==> src/rtl/mcpu_alu_bist.sv <==
// Built-in self-test controller for the MCPU ALU: LFSR-driven vectors, reference-model
// checking, mismatch count with saturation and capture of the first failing vector.
module mcpu_alu_bist #(
  parameter int          CMD_SIZE    = 2,
  parameter int          WORD_SIZE   = 2,
  parameter int          NUM_VECTORS = 64,
  parameter logic [15:0] SEED        = 16'hACE1
) (
  input  logic                 clk,
  input  logic                 rst_n,
  input  logic                 start,
  output logic [CMD_SIZE-1:0]  opcode,
  output logic [WORD_SIZE-1:0] r1,
  output logic [WORD_SIZE-1:0] r2,
  input  logic [WORD_SIZE-1:0] alu_out,
  input  logic                 alu_overflow,
  output logic                 busy,
  output logic                 done,
  output logic                 pass,
  output logic [15:0]          err_count,
  output logic [CMD_SIZE-1:0]  fail_opcode,
  output logic [WORD_SIZE-1:0] fail_r1,
  output logic [WORD_SIZE-1:0] fail_r2,
  output logic [1:0]           dbg_state
);

  localparam int          VW       = 2*WORD_SIZE + CMD_SIZE;
  localparam int          MSB      = WORD_SIZE - 1;
  localparam logic [15:0] LAST_VEC = 16'(NUM_VECTORS - 1);

  typedef enum logic [1:0] {
    IDLE  = 2'd0,
    DRIVE = 2'd1,
    CHECK = 2'd2,
    DONE  = 2'd3
  } state_t;

  state_t                 state;
  state_t                 state_nxt;
  logic [15:0]            lfsr;
  logic [15:0]            lfsr_nxt;
  logic [15:0]            vec_cnt;
  logic                   launch;
  logic [1:0]             op_sel;
  logic [WORD_SIZE-1:0]   sum;
  logic [WORD_SIZE-1:0]   diff;
  logic [WORD_SIZE-1:0]   exp_out;
  logic                   exp_ovf;
  logic                   mismatch;

  // start/done handshake: start is only honoured in IDLE or DONE (a one-cycle pulse is
  // enough); done then stays high until the next accepted start or reset.
  assign launch   = start && (state == IDLE || state == DONE);
  assign lfsr_nxt = {lfsr[14:0], lfsr[15] ^ lfsr[13] ^ lfsr[12] ^ lfsr[10]};

  always_ff @(posedge clk) begin
    if (!rst_n) state <= IDLE;
    else        state <= state_nxt;
  end

  always_comb begin
    state_nxt = state;
    case (state)
      IDLE:    if (start) state_nxt = DRIVE;
      DRIVE:   state_nxt = CHECK;
      CHECK:   state_nxt = (vec_cnt == LAST_VEC) ? DONE : DRIVE;
      DONE:    if (start) state_nxt = DRIVE;
      default: state_nxt = IDLE;
    endcase
  end

  always_comb begin
    busy      = (state == DRIVE) || (state == CHECK);
    done      = (state == DONE);
    pass      = (state == DONE) && (err_count == 16'd0);
    dbg_state = state;
  end

  // Reference ALU; only the low two opcode bits select the operation.
  assign op_sel = opcode[1:0];
  assign sum    = r1 + r2;
  assign diff   = r1 - r2;

  always_comb begin
    exp_out = '0;
    exp_ovf = 1'b0;
    case (op_sel)
      2'b00: exp_out = r1 & r2;
      2'b01: exp_out = r1 | r2;
      2'b10: begin
        exp_out = sum;
        exp_ovf = (r1[MSB] == r2[MSB]) && (sum[MSB] != r1[MSB]);
      end
      default: begin
        exp_out = diff;
        exp_ovf = (r1[MSB] != r2[MSB]) && (diff[MSB] != r1[MSB]);
      end
    endcase
    mismatch = (alu_out != exp_out) || (alu_overflow != exp_ovf);
  end

  // The vector registers are loaded at launch and at each CHECK edge, so they hold
  // steady across the DRIVE/CHECK pair of the vector they carry.
  always_ff @(posedge clk) begin
    if (!rst_n) begin
      lfsr        <= SEED;
      vec_cnt     <= 16'd0;
      opcode      <= '0;
      r1          <= '0;
      r2          <= '0;
      err_count   <= 16'd0;
      fail_opcode <= '0;
      fail_r1     <= '0;
      fail_r2     <= '0;
    end else if (launch) begin
      lfsr               <= SEED;
      vec_cnt            <= 16'd0;
      {r2, r1, opcode}   <= SEED[VW-1:0];
      err_count          <= 16'd0;
      fail_opcode        <= '0;
      fail_r1            <= '0;
      fail_r2            <= '0;
    end else if (state == CHECK) begin
      if (mismatch) begin
        if (err_count == 16'd0) begin
          fail_opcode <= opcode;
          fail_r1     <= r1;
          fail_r2     <= r2;
        end
        if (err_count != 16'hFFFF) err_count <= err_count + 16'd1;
      end
      lfsr    <= lfsr_nxt;
      vec_cnt <= vec_cnt + 16'd1;
      if (vec_cnt != LAST_VEC) {r2, r1, opcode} <= lfsr_nxt[VW-1:0];
    end
  end

endmodule

==> config.mk <==
export PLATFORM = sky130hd
export DESIGN_NAME = mcpu_alu_bist
export DESIGN_NICKNAME = d
export VERILOG_FILES = /design/src/rtl/mcpu_alu_bist.sv
export SDC_FILE = /design/constraint.sdc
export NUM_CORES = 1
export LEC_CHECK = 0
export CAP_MARGIN = 20
export CORE_MARGIN = 2
export CORE_UTILIZATION = 49
export CTS_BUF_LIST = sky130_fd_sc_hd__clkbuf_16
export CTS_CLUSTER_SIZE = 28
export DETAILED_ROUTE_END_ITERATION = 10
export HOLD_SLACK_MARGIN = 0.12
export PLACE_DENSITY = 0.75
export SKIP_LAST_GASP = 1
export SLEW_MARGIN = 5
export SYNTH_ARGS = -nofsm -noshare
export SYNTH_HDL_FRONTEND = slang
export SYNTH_SLANG_ARGS = --single-unit
export TNS_END_PERCENT = 1
==> constraint.sdc <==
create_clock -name clk -period 2.8 [get_ports clk]
set_clock_uncertainty 0.1 [all_clocks]
set_input_delay 0.56 -clock clk [delete_from_list [all_inputs] [get_ports clk]]
set_output_delay 0.56 -clock clk [all_outputs]
set_load 0.1 [all_outputs]
==> results.json <==
{
  "max-cap-violations": 0,
  "num_io_pins": 39,
  "cts_buffers": 9,
  "crit_arrival_ns": 2.84,
  "hpwl_um": 4548,
  "grt_pass1_vias": 2289,
  "slew_violations": 0,
  "clkLatencyLatePin_ns": 0.32,
  "clk_pin_slew_ns": 0.05,
  "synth_cell_type_count": 37,
  "ys_async_sr_fraction": 0,
  "synthCells": 343,
  "synthDominantCellAreaShare": 0.4166,
  "path_class": "register to register",
  "drt-initial-drc-count": 130,
  "ys.flop_type": "dfxtp_1",
  "ir_worst_vdd_mv": 0.5541,
  "drive_gt1_frac": 0.1765,
  "antenna_found_initial": 0,
  "cts_tree": "yes",
  "timing.final.ws_setup_ns": 0.1092,
  "first_pass_iters": 4,
  "netlist_top_cells_count": "dfxtp_1 (62), nand2_1 (36), nor2_1 (30), a21oi_1 (27), nand3_1 (26)",
  "max_freq_ghz": 0.3716,
  "setup_viol": 0,
  "final_cells": 466,
  "end_kind": "register",
  "fin_setup_tns_ns": 0,
  "crit_required_ns": 2.95,
  "p_total_uw": 3233,
  "cts_hold_buf": 0,
  "netlist_area_um2": 2979,
  "overflow": 0,
  "drc": 0,
  "synth_warnings": 0,
  "clock_sinks": 62,
  "power_density_nw_per_um2": 873.3,
  "cts_buffer_depth": 2,
  "yosys_register_bits": 62,
  "dieArea_um2": 6720,
  "place.gp.congestion": 0.8297,
  "synth_fp_nets": 360,
  "yosys-top-cells-area": "dfxtp_1 (42%), mux2i_1 (5.4%), ha_1 (4.6%)",
  "grtUsageTotal": 0.2087,
  "grt_pass1_wl_um": 10610,
  "ant_nets": 0,
  "root_buffer": "clkbuf_16",
  "synth-edff-count": 0,
  "dp_slack_ns": 0.1407,
  "start_kind": "register",
  "dieHeight_um": 81.98,
  "worst_slew_pin_slew_ns": 0.6333,
  "wl_per_cell_um": 14.07,
  "path_max_fanout": 36,
  "initial_core_util": 0.5062,
  "final_core_util": 0.6290,
  "dp_cells": 449,
  "fin_crit_sh": 0.9610,
  "num_vias": 2557,
  "drt_wl_total_um": 6558,
  "synth_top_cell_by_area": "dfxtp_1",
  "dieWidth_um": 81.98,
  "finalHoldViolCount": 0,
  "rsz0062_at_grt": "true",
  "status": "completed",
  "yosysMostFrequentCell": "dfxtp_1",
  "p_leak_uw": 0.001379,
  "fin_crit_ns": 2.691,
  "antenna_cells": 0,
  "num_rows": 28,
  "maxSlewHeadroom": 0.5778,
  "fp.coreArea_um2": 5886,
  "io_buffers": 38,
  "routed_via_density": 5.487,
  "hp-class": "register to register",
  "grt_start_max_net_pins": 37,
  "nets": 403,
  "h-tree-depth": 3,
  "area_growth_pct": 24.28,
  "fillers": 530,
  "synth_area_per_cell_um2": 8.685,
  "ys_seq_area_frac": 0.4166
}
## routing by layer
| layer | global-route usage | part of all wire | vias to the layer above |
|---|---|---|---|
| met4 | 0.07167 | 0.014 | 0 |
| li1 | - | - | 1308 |
| met2 | 0.3358 | 0.49 | 40 |
| met1 | 0.2597 | 0.46 | 1200 |
| met3 | 0.07253 | 0.043 | 9 |
| met5 | 0 | 0 | - |
## critical path, stage by stage, from the launching register on
cell and delay (ns):
dfxtp_4 0.34, inv_1 0.04, ha_1 0.34, xnor2_1 0.15
mux4_2 0.52, mux2i_4 0.22, a31oi_4 0.06, buf_12 0.18
or4_1 0.51, a21oi_1 0.15
## through the flow
step | hold slack [ns] | area, um^2
CTS | 0.3641 | 3694
detailed placement | 0.3604 | 3410
global route | 0.3886 | 3702
floorplan | 0.3336 | 3002
global placement | 0.3511 | 3410
finish | 0.3689 | 3702
## cell families after synthesis
kind of cell,share of synthesized area
AO/OA/AOI/OAI,0.1231
multiplexers,0.06888
adder cells (fa/ha/maj),0.04620
AND/OR/NAND/NOR,0.2428
buffers and inverters,0.03780
XOR/XNOR,0.06468
flip-flops,0.4166
## cell usage in the layout, fill, tap and decap left out, types with 4 or more instances in the layout
cell type	netlist	layout
dfxtp_1	62	54
buf_4	0	39
nand2_1	36	36
nor2_1	30	30
a21oi_1	27	27
nand3_1	26	26
inv_1	14	16
mux2i_1	16	16
xor2_1	12	12
o21ai_0	12	12
or4_1	12	12
xnor2_1	10	10
o31ai_1	10	10
ha_1	11	10
clkbuf_16	0	9
nand4_1	6	6
and3_1	5	5
or3_1	5	5
dfxtp_2	0	5
clkdlybuf4s50_1	0	5
nor4_1	4	4
## final cells by class
type | count | area [um^2] | area share
Clock buffer | 9 | 225.2 | 0.06083
Clock inverter | 7 | 58.81 | 0.01588
Inverter | 14 | 52.55 | 0.01419
Sequential cell | 62 | 1259 | 0.3400
Timing Repair Buffer | 46 | 382.9 | 0.1034
Multi-Input combinational cell | 253 | 1630 | 0.4404
Tap cell | 75 | 93.84 | 0.02535
## power by group
| group | switching, uW | internal, uW |
|---|---|---|
| Combinational | 809 | 343 |
| Clock | 374 | 674 |
| Sequential | 72.3 | 961 |
| Total | 1250 | 1980 |
## final timing paths
check	startpoint	to	slack (ns)	cells past startpoint
worst max register to register	r1[1]	err_count[15]	0.11	9
worst max-delay path	r1[1]	err_count[15]	0.11	9
worst min register to register	lfsr[3]	r2[0]	0.37	2
worst min-delay path	lfsr[3]	r2[0]	0.37	2
## repair_timing
item	4_1_cts	5_1_grt
buffers inserted	0	1
gates resized for setup	0	1
endpoints found under the setup margin	0	6
## flip-flops by register name, summed over array words and instances (netlist names)
name and flops:
err_count 16, lfsr 16, vec_cnt 16, dbg_state 2
fail_opcode 2, fail_r1 2, fail_r2 2, opcode 2
r1 2, r2 2
Note: power is estimated with default switching activity, not from simulation.
